==> src/rtl/upsample_nn.sv <==
// upsample_nn: streaming 2x nearest-neighbour upsampler.
// Accepts a raster-order DIM x DIM map of signed pixels and emits a
// raster-order 2DIM x 2DIM map. Each pixel is sent twice (horizontal
// replication). Each row is then replayed from a line buffer (vertical
// replication).
//
// Ports:
//   clk, reset          clock, synchronous active-high reset
//   pxl_in/in_valid     input pixel stream; in_ready is the accept signal
//   pxl_out/out_valid   registered output pixel stream; out_ready is the
//                       downstream accept signal
//   out_sof/out_eof     first / last output pixel of a frame
module upsample_nn #(
    parameter int DIM = 14,
    parameter int PP  = 8
) (
    input  logic          clk,
    input  logic          reset,
    input  logic [PP:0]   pxl_in,
    input  logic          in_valid,
    output logic          in_ready,
    output logic [PP:0]   pxl_out,
    output logic          out_valid,
    input  logic          out_ready,
    output logic          out_sof,
    output logic          out_eof
);

    localparam int CW = (DIM > 1) ? $clog2(DIM) : 1;

    typedef enum logic {ROW_A, ROW_B} state_t;

    state_t         state_q, state_d;
    logic [CW-1:0]  col_q, col_d;
    logic [CW-1:0]  row_q, row_d;
    logic           rep_q, rep_d;
    logic           out_valid_q, out_valid_d;
    logic           sof_q, sof_d;
    logic           eof_q, eof_d;
    logic [PP:0]    pxl_q, pxl_d;
    logic [PP:0]    line_buf_q [DIM];

    logic           free;
    logic           in_xfer;
    logic           load;
    logic           out_xfer;
    logic           col_last;
    logic           row_last;
    logic           buf_we;

    always_comb begin
        // The output register can take a new pixel when it is empty, or
        // when its second copy leaves in this cycle.
        free     = !out_valid_q || (out_ready && rep_q);
        in_ready = !reset && (state_q == ROW_A) && free;
        in_xfer  = in_valid && in_ready;
        load     = (state_q == ROW_A) ? in_xfer : free;
        out_xfer = out_valid_q && out_ready;
        col_last = (col_q == CW'(DIM - 1));
        row_last = (row_q == CW'(DIM - 1));
        buf_we   = (state_q == ROW_A) && in_xfer;

        state_d     = state_q;
        col_d       = col_q;
        row_d       = row_q;
        rep_d       = rep_q;
        out_valid_d = out_valid_q;
        sof_d       = sof_q;
        eof_d       = eof_q;
        pxl_d       = pxl_q;

        if (load) begin
            // A new load replaces a draining second copy with no bubble.
            pxl_d       = (state_q == ROW_A) ? pxl_in : line_buf_q[col_q];
            out_valid_d = 1'b1;
            rep_d       = 1'b0;
            sof_d       = (state_q == ROW_A) && (row_q == '0) && (col_q == '0);
            eof_d       = (state_q == ROW_B) && row_last && col_last;
            col_d       = col_last ? '0 : col_q + 1'b1;
            if (col_last) begin
                if (state_q == ROW_A) begin
                    state_d = ROW_B;
                end else begin
                    state_d = ROW_A;
                    row_d   = row_last ? '0 : row_q + 1'b1;
                end
            end
        end else if (out_xfer) begin
            if (!rep_q) begin
                rep_d = 1'b1;
            end else begin
                out_valid_d = 1'b0;
            end
        end
    end

    always_ff @(posedge clk) begin
        if (reset) begin
            state_q     <= ROW_A;
            col_q       <= '0;
            row_q       <= '0;
            rep_q       <= 1'b0;
            out_valid_q <= 1'b0;
            sof_q       <= 1'b0;
            eof_q       <= 1'b0;
            pxl_q       <= '0;
        end else begin
            state_q     <= state_d;
            col_q       <= col_d;
            row_q       <= row_d;
            rep_q       <= rep_d;
            out_valid_q <= out_valid_d;
            sof_q       <= sof_d;
            eof_q       <= eof_d;
            pxl_q       <= pxl_d;
        end
    end

    // The line buffer is not reset. Every entry is written in ROW_A before
    // it is read in ROW_B.
    always_ff @(posedge clk) begin
        if (buf_we) begin
            line_buf_q[col_q] <= pxl_in;
        end
    end

    assign pxl_out   = pxl_q;
    assign out_valid = out_valid_q;
    assign out_sof   = out_valid_q && sof_q && !rep_q;
    assign out_eof   = out_valid_q && eof_q && rep_q;

endmodule

==> config.mk <==
export PLATFORM = sky130hd
export DESIGN_NAME = upsample_nn
export DESIGN_NICKNAME = d
export VERILOG_FILES = /design/src/rtl/upsample_nn.sv
export SDC_FILE = /design/constraint.sdc
export NUM_CORES = 1
export LEC_CHECK = 0
export CORE_UTILIZATION = 40
export CTS_CLUSTER_DIAMETER = 80
export DETAILED_ROUTE_END_ITERATION = 16
export PLACE_DENSITY_LB_ADDON = 0.2
export SLEW_MARGIN = 30
export SYNTH_ARGS = -nofsm -noshare
export SYNTH_HDL_FRONTEND = slang
export SYNTH_SLANG_ARGS = --single-unit
==> constraint.sdc <==
create_clock -name clk -period 7.2 [get_ports clk]
set_input_delay 1.08 -clock clk [delete_from_list [all_inputs] [get_ports clk]]
set_output_delay 1.08 -clock clk [all_outputs]
set_load 0.01 [all_outputs]
# Word level (Yosys, flattened, before mapping)
# Memories as Yosys holds them, arrays and structs flattened. A register that Yosys moved wholly into a read port is not among the register bits.
# Index checks and enable logic that the tools add are counted.
[totals]
mem_bits_rw = 126
n_memories = 1
elab_cells = 48
output_inout_bits = 13
reg_bits = 13
inputBits = 13
[memory_table]
columns = ["memory", "depth", "width", "rd", "rd_clocked_by_memory_dff", "wr", "line_no", "source"]
rows = [
  ["line_buf_q", 14, 9, 1, 1, 1, "41", "logic [PP:0] line_buf_q [DIM];"],
]
[classes]
addsub = 2
n_eq_ne = 2
bitwise_logic = 1
mux = 9
reduce_logical = 26
[ops]
columns = ["op", "count"]
rows = [
  ["1-bit logical AND", 14],
  ["4-bit by 1-bit adder with 4-bit output, second input constant", 2],
  ["4-bit equality test, second input constant", 2],
  ["4-bit logical NOT", 2],
  ["4-bit 2-to-1 mux", 2],
  ["1-bit 2-to-1 mux", 7],
  ["2-bit AND reduction", 2],
  ["2-bit nonzero test", 2],
  ["1-bit logical NOT", 3],
  ["3-bit AND reduction", 1],
  ["2-bit OR reduction", 1],
  ["1-bit logical OR", 1],
  ["1-bit NOT", 1],
]

# Depth between registers and ports, before layout
# Gate-level depths: netlist of run 1.
[depth]
depth_word = 7
ltp_mapped = 6

# Worst setup path after synthesis of run 1
# Ideal clock, no wire load.
[synth_path]
path_type = "input to register"
startpoint = "in out_ready"
endpoint = "mem line_buf_q[2][0] (netlist name) (enable)"
path_stages = 5
t_arrival_ps = 2557
setup_ps = 399
required_time_ps = 6801
slack_ps = 4244
path_cell_list = "a21bo_2 -> buf_2 -> and2_1 -> nand3_1 -> nor4_1"
[synth_between]
elab_chain_cells = 7
[synth_lines]
columns = ["element", "line_no", "source"]
rows = [
  ["start: declaration", "24", "input logic out_ready,"],
  ["1-bit logical AND", "54", "free = !out_valid_q || (out_ready && rep_q);"],
  ["1-bit logical OR", "54", ""],
  ["1-bit logical AND", "55", "in_ready = !reset && (state_q == ROW_A) && free;"],
  ["1-bit logical AND", "56", "in_xfer = in_valid && in_ready;"],
  ["1-bit logical AND", "61", "buf_we = (state_q == ROW_A) && in_xfer;"],
  ["1-bit 2-to-1 mux", "122", "if (buf_we) begin"],
  ["1-bit 2-to-1 mux (not written as such)", "123", "line_buf_q[col_q] <= pxl_in;"],
  ["end: declaration", "41", ""],
]
# Every way passes these cells.

# Worst setup path in the final report of run 1
[layout_path]
startpoint = "in reset"
endpoint = "out in_ready"
[layout_between]
elab_chain_cells = 3
[layout_lines]
columns = ["element", "line_no", "source"]
rows = [
  ["start: declaration", "18", "input logic reset,"],
  ["1-bit logical NOT", "55", ""],
  ["1-bit logical AND (2 in a row)", "55", ""],
  ["end: declaration", "21", "output logic in_ready,"],
]
# Every way passes these cells.

==> results by group, run 1 <==
Outcome
  • Outcome: finished clean

Layout
  • Final Util: 48.5%
  • Post-layout nets: 398
  • P&R area growth vs syn: 18.4%
  • Layout cells sized above 1: 20.1%
  • Ant. Diodes: 0

Clock tree
  • Root buf cell: clkbuf_16
  • Sink Count: 148
  • Clk buf depth: 2
  • Post-CTS Setup Repair Bufs: 0
  • H-tree depth: 4
  • Clk_lat worst skew: 0.41 ns
  • Post-CTS resize count: 0
  • Post-CTS Hold Fix Bufs: 0
  • TritonCTS Buffers: 17
  • Clk slew on worst S/H paths: 0.06 ns
  • CTS tree: done

Die
  • Die height: 124 um
  • DIE AREA: 0.0153 mm^2
  • Row count: 44
  • Io pins: 26
  • Die width: 124 um
  • Core footprint: 0.0145 mm^2
  • Initial core utilization: 40.9%

GRT
  • Largest net degree at the start of global routing: 34
  • Gr ovfl total: 0
  • Vias in the first global route: 3164
  • All-Layer GR Usage: 18.0%
  • Initial antenna violation count: 0
  • Wire length of the first global-routing pass: 19.0 mm

Yosys
  • Mapped Nets: 366
  • Commonest cells in the netlist: edfxtp_1, mux4_2, nor2_1
  • Yosys reg bits: 148
  • Dominant cell by count in the synthesized netlist: edfxtp_1
  • Synth warn: 0
  • Mapped Area: 0.00593 mm^2
  • Distinct cells, synth: 41
  • Sequential-to-total area share from yosys stat: 71.3%
  • FFs w/ async S/R, synth: 0%
  • Mean Syn Cell Area: 16.8 um^2
  • Synth top area share: 63.8%
  • Post-synth top flop: edfxtp_1
  • Top post-synthesis cells by area: edfxtp_1, mux4_2, dfxtp_1
  • Cell taking the most area after synthesis: edfxtp_1
  • Cell count after synthesis: 353
  • EDFF count, synth: 126

Placement
  • PortBufs: 25
  • GPL Wtd Cong: 0.755
  • DP HPWL: 7.94 mm
  • Dpl ws: 3.21 ns

Worst setup path
  • Worst path arrival time: 2.91 ns
  • Req. time, crit path: 6.12 ns
  • Startpoint Class: input port
  • Critical path class: input port to primary output
  • CP top delay family: buffers and inverters
  • WP buf/inv: 2
  • CP endpoint kind: primary output
  • Most frequent cell on the critical path: clkdlybuf4s50_1
  • CP cell instances: clkdlybuf4s50_1 -> nor2_1 -> and2_1 -> clkdlybuf4s50_1
  • Worst-path fanout max: 15
  • Slowest Stage Delay on Critical Path: 0.68 ns
  • Critical path's slowest cell: clkdlybuf4s50_1

Timing
  • # setup viols final: 0
  • Slew HR: 41.4%
  • Setup TNS: 0 ns
  • Fmax: 250 MHz
  • Tmin final: 3.99 ns
  • Final Hold Fails: 0
  • Final setup margin: 3.21 ns
  • Fin. max-slew vios: 0
  • Clock skew: 0.0111 ns
  • Period utilization: 55.5%
  • RSZ-0062 raised after global routing: no
  • Measured slew at the worst slew-check pin: 0.876 ns

Power and ir drop
  • Pleak: 2.25 nW
  • PwrDens: 284 mW/mm^2
  • Peak supply drop: 0.000198 V

Drt
  • Via-per-instance ratio: 5.46
  • Routed WL: 12.5 mm
  • TritonRoute pass-1 iters: 4
  • Residual DRC: 0
  • Iteration-0 DRC Markers: 282
  • DR WL/cell: 21.5 um
  • Antenna-violating nets left: 0
  • Via count: 3180

Hold path
  • Hold Crit Class: flop to flop

Run
  • Max-Cap Viols: 0
[stage by stage]
step | cells | cell area (um^2) | total power, mW | hold slack (ns)
detailed placement | 550 | 6380 | 1.07 | 0.455
global placement | 550 | 6370 | 1.07 | 0.448
CTS | 582 | 7020 | 2.01 | 0.464
finish | 582 | 7020 | 1.99 | 0.459
floorplan | 353 | 5930 | 1.02 | 0.427
global route | 582 | 7020 | 2.05 | 0.484
[final timing paths]
path | from | to | slack [ns] | cells past startpoint
worst min register to register | eof_q$_SDFFE_PP0P_ | eof_q$_SDFFE_PP0P_ | 0.46 | 2
worst max register to register | state_q$_SDFFE_PP0P_ | line_buf_q[9][3]$_DFFE_PP_ | 4.56 | 4
worst max-delay path | reset | in_ready | 3.21 | 4
worst min-delay path | eof_q$_SDFFE_PP0P_ | eof_q$_SDFFE_PP0P_ | 0.46 | 2
[worst min-delay path: stages, from the launching register on]
cell     delay [ns]
dfxtp_1        0.31
nand2_1        0.05
a21oi_1        0.05
[placed cells by master, fill, tap and decap left out, drive strengths merged, types with 3 or more instances in the layout]
master         instances
nor2                  25
inv                   11
nand3                  4
a22oi                  8
nor3                   6
bufinv                 5
clkbuf                17
o221ai                 9
nor2b                  4
clkinv                 7
and3                   3
nand2                 10
o21ai                  3
and2                   3
nand4b                 3
buf                   10
edfxtp               126
clkdlybuf4s50         25
dfxtp                 22
clkinvlp               3
mux4                  27
mux2                  11
xor2                   3
a31oi                 12
a21oi                 17
a221oi                 7
[flip-flops by register name, indices dropped and copies added (netlist names)]
name and flops:
eof_q 1, pxl_out 9, out_valid 1, row_q 4
line_buf_q 126, rep_q 1, sof_q 1, col_q 4
state_q 1
[kinds of logic after synthesis]
group                  share of synthesized area, %
AO/OA/AOI/OAI                                  7.18
XOR/XNOR                                      0.443
buffers and inverters                          2.70
flip-flops                                     71.3
multiplexers                                   12.6
AND/OR/NAND/NOR                                5.76
[routing by layer]
| layer | global-route usage (%) | routed length, um | vias up |
|---|---|---|---|
| met5 | 0 | 0 | - |
| met4 | 6.55 | 155 | 0 |
| met3 | 4.03 | 442 | 10 |
| met2 | 28.4 | 6250 | 59 |
| met1 | 24.6 | 5670 | 1621 |
| li1 | - | - | 1490 |
[area by class of cell]
type	instances	area (um^2)
inverters	11	41.3
repair buffers	35	325
flip-flops and latches	148	4230
clock inverters	15	211
fillers	1237	7460
clock buffers	17	425
well taps	184	230
multi-input cells	172	1560
[where the power goes]
part	internal, mW	switching [mW]
Combinational	0.0458	0.0601
Clock	0.611	0.327
Sequential	0.940	0.00687
Total	1.60	0.394
Note: power is estimated with default switching activity, not from simulation.
==> inputs of run 2 (changes only) <==
==> constraint.sdc (replaced) <==
create_clock -name clk -period 3.7 [get_ports clk]
set_input_delay 0.555 -clock clk [delete_from_list [all_inputs] [get_ports clk]]
set_output_delay 0.555 -clock clk [all_outputs]
set_load 0.01 [all_outputs]
==> run 2 against run 1 <==
  * Sequential power rose by 95%
  * Global-route usage fell by 0.50 points
  * First-iteration DRC count rose by 21%
  * Highest routed layer unchanged
==> results by group, run 2 (same netlist as run 1, synthesis figures left out) <==
Outcome
  • Outcome: finished clean

Die
  • Io pins: 26
  • Die width: 124 um
  • Die height: 124 um
  • Core footprint: 0.0145 mm^2
  • Initial core utilization: 40.9%
  • DIE AREA: 0.0153 mm^2
  • Row count: 44

GRT
  • GR Util met2: 27.6%
  • Wire length of the first global-routing pass: 18.7 mm
  • Met3 global-route usage: 4.58%
  • GRT met1 Usage: 23.5%
  • Vias in the first global route: 3181
  • Top Usage Layer GRT: met2
  • All-Layer GR Usage: 17.5%
  • Largest net degree at the start of global routing: 33
  • Gr ovfl total: 0
  • Initial antenna violation count: 0

Worst setup path
  • Slowest Stage Delay on Critical Path: 0.54 ns
  • Most frequent cell on the critical path: clkdlybuf4s50_1
  • Register-to-Register Path Depth: 5
  • Worst path arrival time: 2.18 ns
  • Worst r2r src: col_q[1]$_SDFFE_PP0P_
  • FF-to-FF setup slack: 1.27 ns
  • Critical path's slowest cell: clkdlybuf4s50_1
  • CP cell instances: clkdlybuf4s50_1 -> a21bo_2 -> buf_4 -> and2_1 -> clkdlybuf4s50_1
  • Worst r2r dst: pxl_out[1]$_SDFFE_PP0P_
  • Req. time, crit path: 3.14 ns
  • CP top delay family: buffers and inverters
  • CP endpoint kind: primary output
  • Critical path class: input port to primary output
  • WP buf/inv: 3
  • Startpoint Class: input port
  • Worst-path fanout max: 27

Placement
  • GPL Wtd Cong: 0.787
  • DP Area: 0.00648 mm^2
  • Dpl ws: 0.925 ns
  • DP HPWL: 7.88 mm
  • PortBufs: 25

Timing
  • Setup TNS: 0 ns
  • Fin. max-slew vios: 0
  • Clock skew: 0.00695 ns
  • Fmax: 366 MHz
  • Tmin final: 2.73 ns
  • # setup viols final: 0
  • Final setup margin: 0.969 ns
  • RSZ-0062 raised after global routing: no
  • Period utilization: 73.8%
  • Final Hold Fails: 0
  • Slew HR: 40.2%
  • Measured slew at the worst slew-check pin: 0.897 ns

Drt
  • Via-per-instance ratio: 5.46
  • Routed WL: 12.3 mm
  • Residual DRC: 0
  • Via count: 3260
  • Antenna-violating nets left: 0
  • Iteration-0 DRC Markers: 340
  • TritonRoute pass-1 iters: 5
  • DR WL/cell: 20.7 um

Power and ir drop
  • Switch share: 20.1%
  • Peak supply drop: 0.000316 V
  • Pleak: 2.31 nW
  • Flop pwr share: 49.9%
  • Overall Power: 3.71 mW
  • Sw Pwr: 0.746 mW
  • Internal: 2.97 mW
  • PwrDens: 526 mW/mm^2
  • Gate power share: 5.4%
  • Clock share of power: 44.7%

Hold path
  • Hold path cells: 2
  • Hold EP: eof_q$_SDFFE_PP0P_
  • Hold Crit Class: flop to flop
  • Hold path startpoint: eof_q$_SDFFE_PP0P_

Layout
  • Flip-flop count of the largest register after layout: 126
  • Commonest non-fill, non-tap cell in the layout: edfxtp_1
  • P&R area growth vs syn: 19.1%
  • Post-layout nets: 413
  • Layout cells sized above 1: 22.8%
  • Post-route cell area: 0.00706 mm^2
  • Most frequent cells in the layout: edfxtp_1, mux4_2, nor2_1, clkdlybuf4s50_1, buf_4
  • Ant. Diodes: 0
  • Biggest register: line_buf_q
  • Filler cells: 1209

Clock tree
  • Post-CTS Setup Repair Bufs: 0
  • Clk buf depth: 2
  • Post-CTS resize count: 0
  • Root buf cell: clkbuf_16
  • Sink Count: 148
  • Post-CTS Hold Fix Bufs: 0
  • TritonCTS Buffers: 17
  • Clk_lat worst skew: 0.41 ns
  • H-tree depth: 4
  • CTS tree: done
  • Clk slew on worst S/H paths: 0.06 ns

Run
  • Max-Cap Viols: 0
-- run 2: cell types whose count changed in the layout (fill, tap and decap cells not counted), moves of 2 or more --
cell        change
clkinvlp_4      -2
clkinv_2        +5
bufinv_16       -2
clkbuf_1        +2
buf_4          +15
-- run 2: routing by layer --
layer  wire [um]  vias up
li1            -     1512
met1        5520     1640
met2        5940       93
met3         698       15
met4         195        0
met5           0        -
-- run 2: power by group through the flow --
stage / registers, mW / clock network [mW] / logic, mW
after detailed placement: 1.89 / 0 / 0.201
after global routing: 1.86 / 1.76 / 0.217
after global placement: 1.89 / 0 / 0.197
final: 1.85 / 1.66 / 0.201
after floorplan: 1.88 / 0 / 0.117
after CTS: 1.85 / 1.69 / 0.202
-- run 2: metrics by stage --
step                utilization, %  cells  hold slack, ns
floorplan                        -    353           0.427
CTS                           48.7    597           0.462
finish                        48.7    597           0.451
global placement              44.8    565           0.449
detailed placement            44.8    565           0.454
global route                  48.7    597           0.482
-- run 2: worst max-delay path by stage --
| stage | end | depth (start not counted) | from |
|---|---|---|---|
| final | in_ready | 5 | out_ready |
| after global routing | in_ready | 5 | out_ready |
| after CTS | in_ready | 5 | out_ready |
| after detailed placement | line_buf_q[12][5]$_DFFE_PP_ | 5 | reset |
| after global placement | line_buf_q[12][7]$_DFFE_PP_ | 5 | reset |
| after floorplan | line_buf_q[2][0]$_DFFE_PP_ | 5 | out_ready |
-- run 2: worst register-to-register path, cell delays in order, from the launching register on --
cell,delay (ns)
dfxtp_2,0.91
buf_4,0.40
mux2_2,0.37
mux4_2,0.46
nand2_1,0.09
a31oi_1,0.09
-- run 2: layout make-up --
class                   instances  area [um^2]  area share (%)
inverters                      11         41.3           0.585
multi-input cells             172         1550            22.0
clock buffers                  19          433            6.13
clock inverters                13          140            1.99
well taps                     184          230            3.26
repair buffers                 50          438            6.21
flip-flops and latches        148         4230            59.9
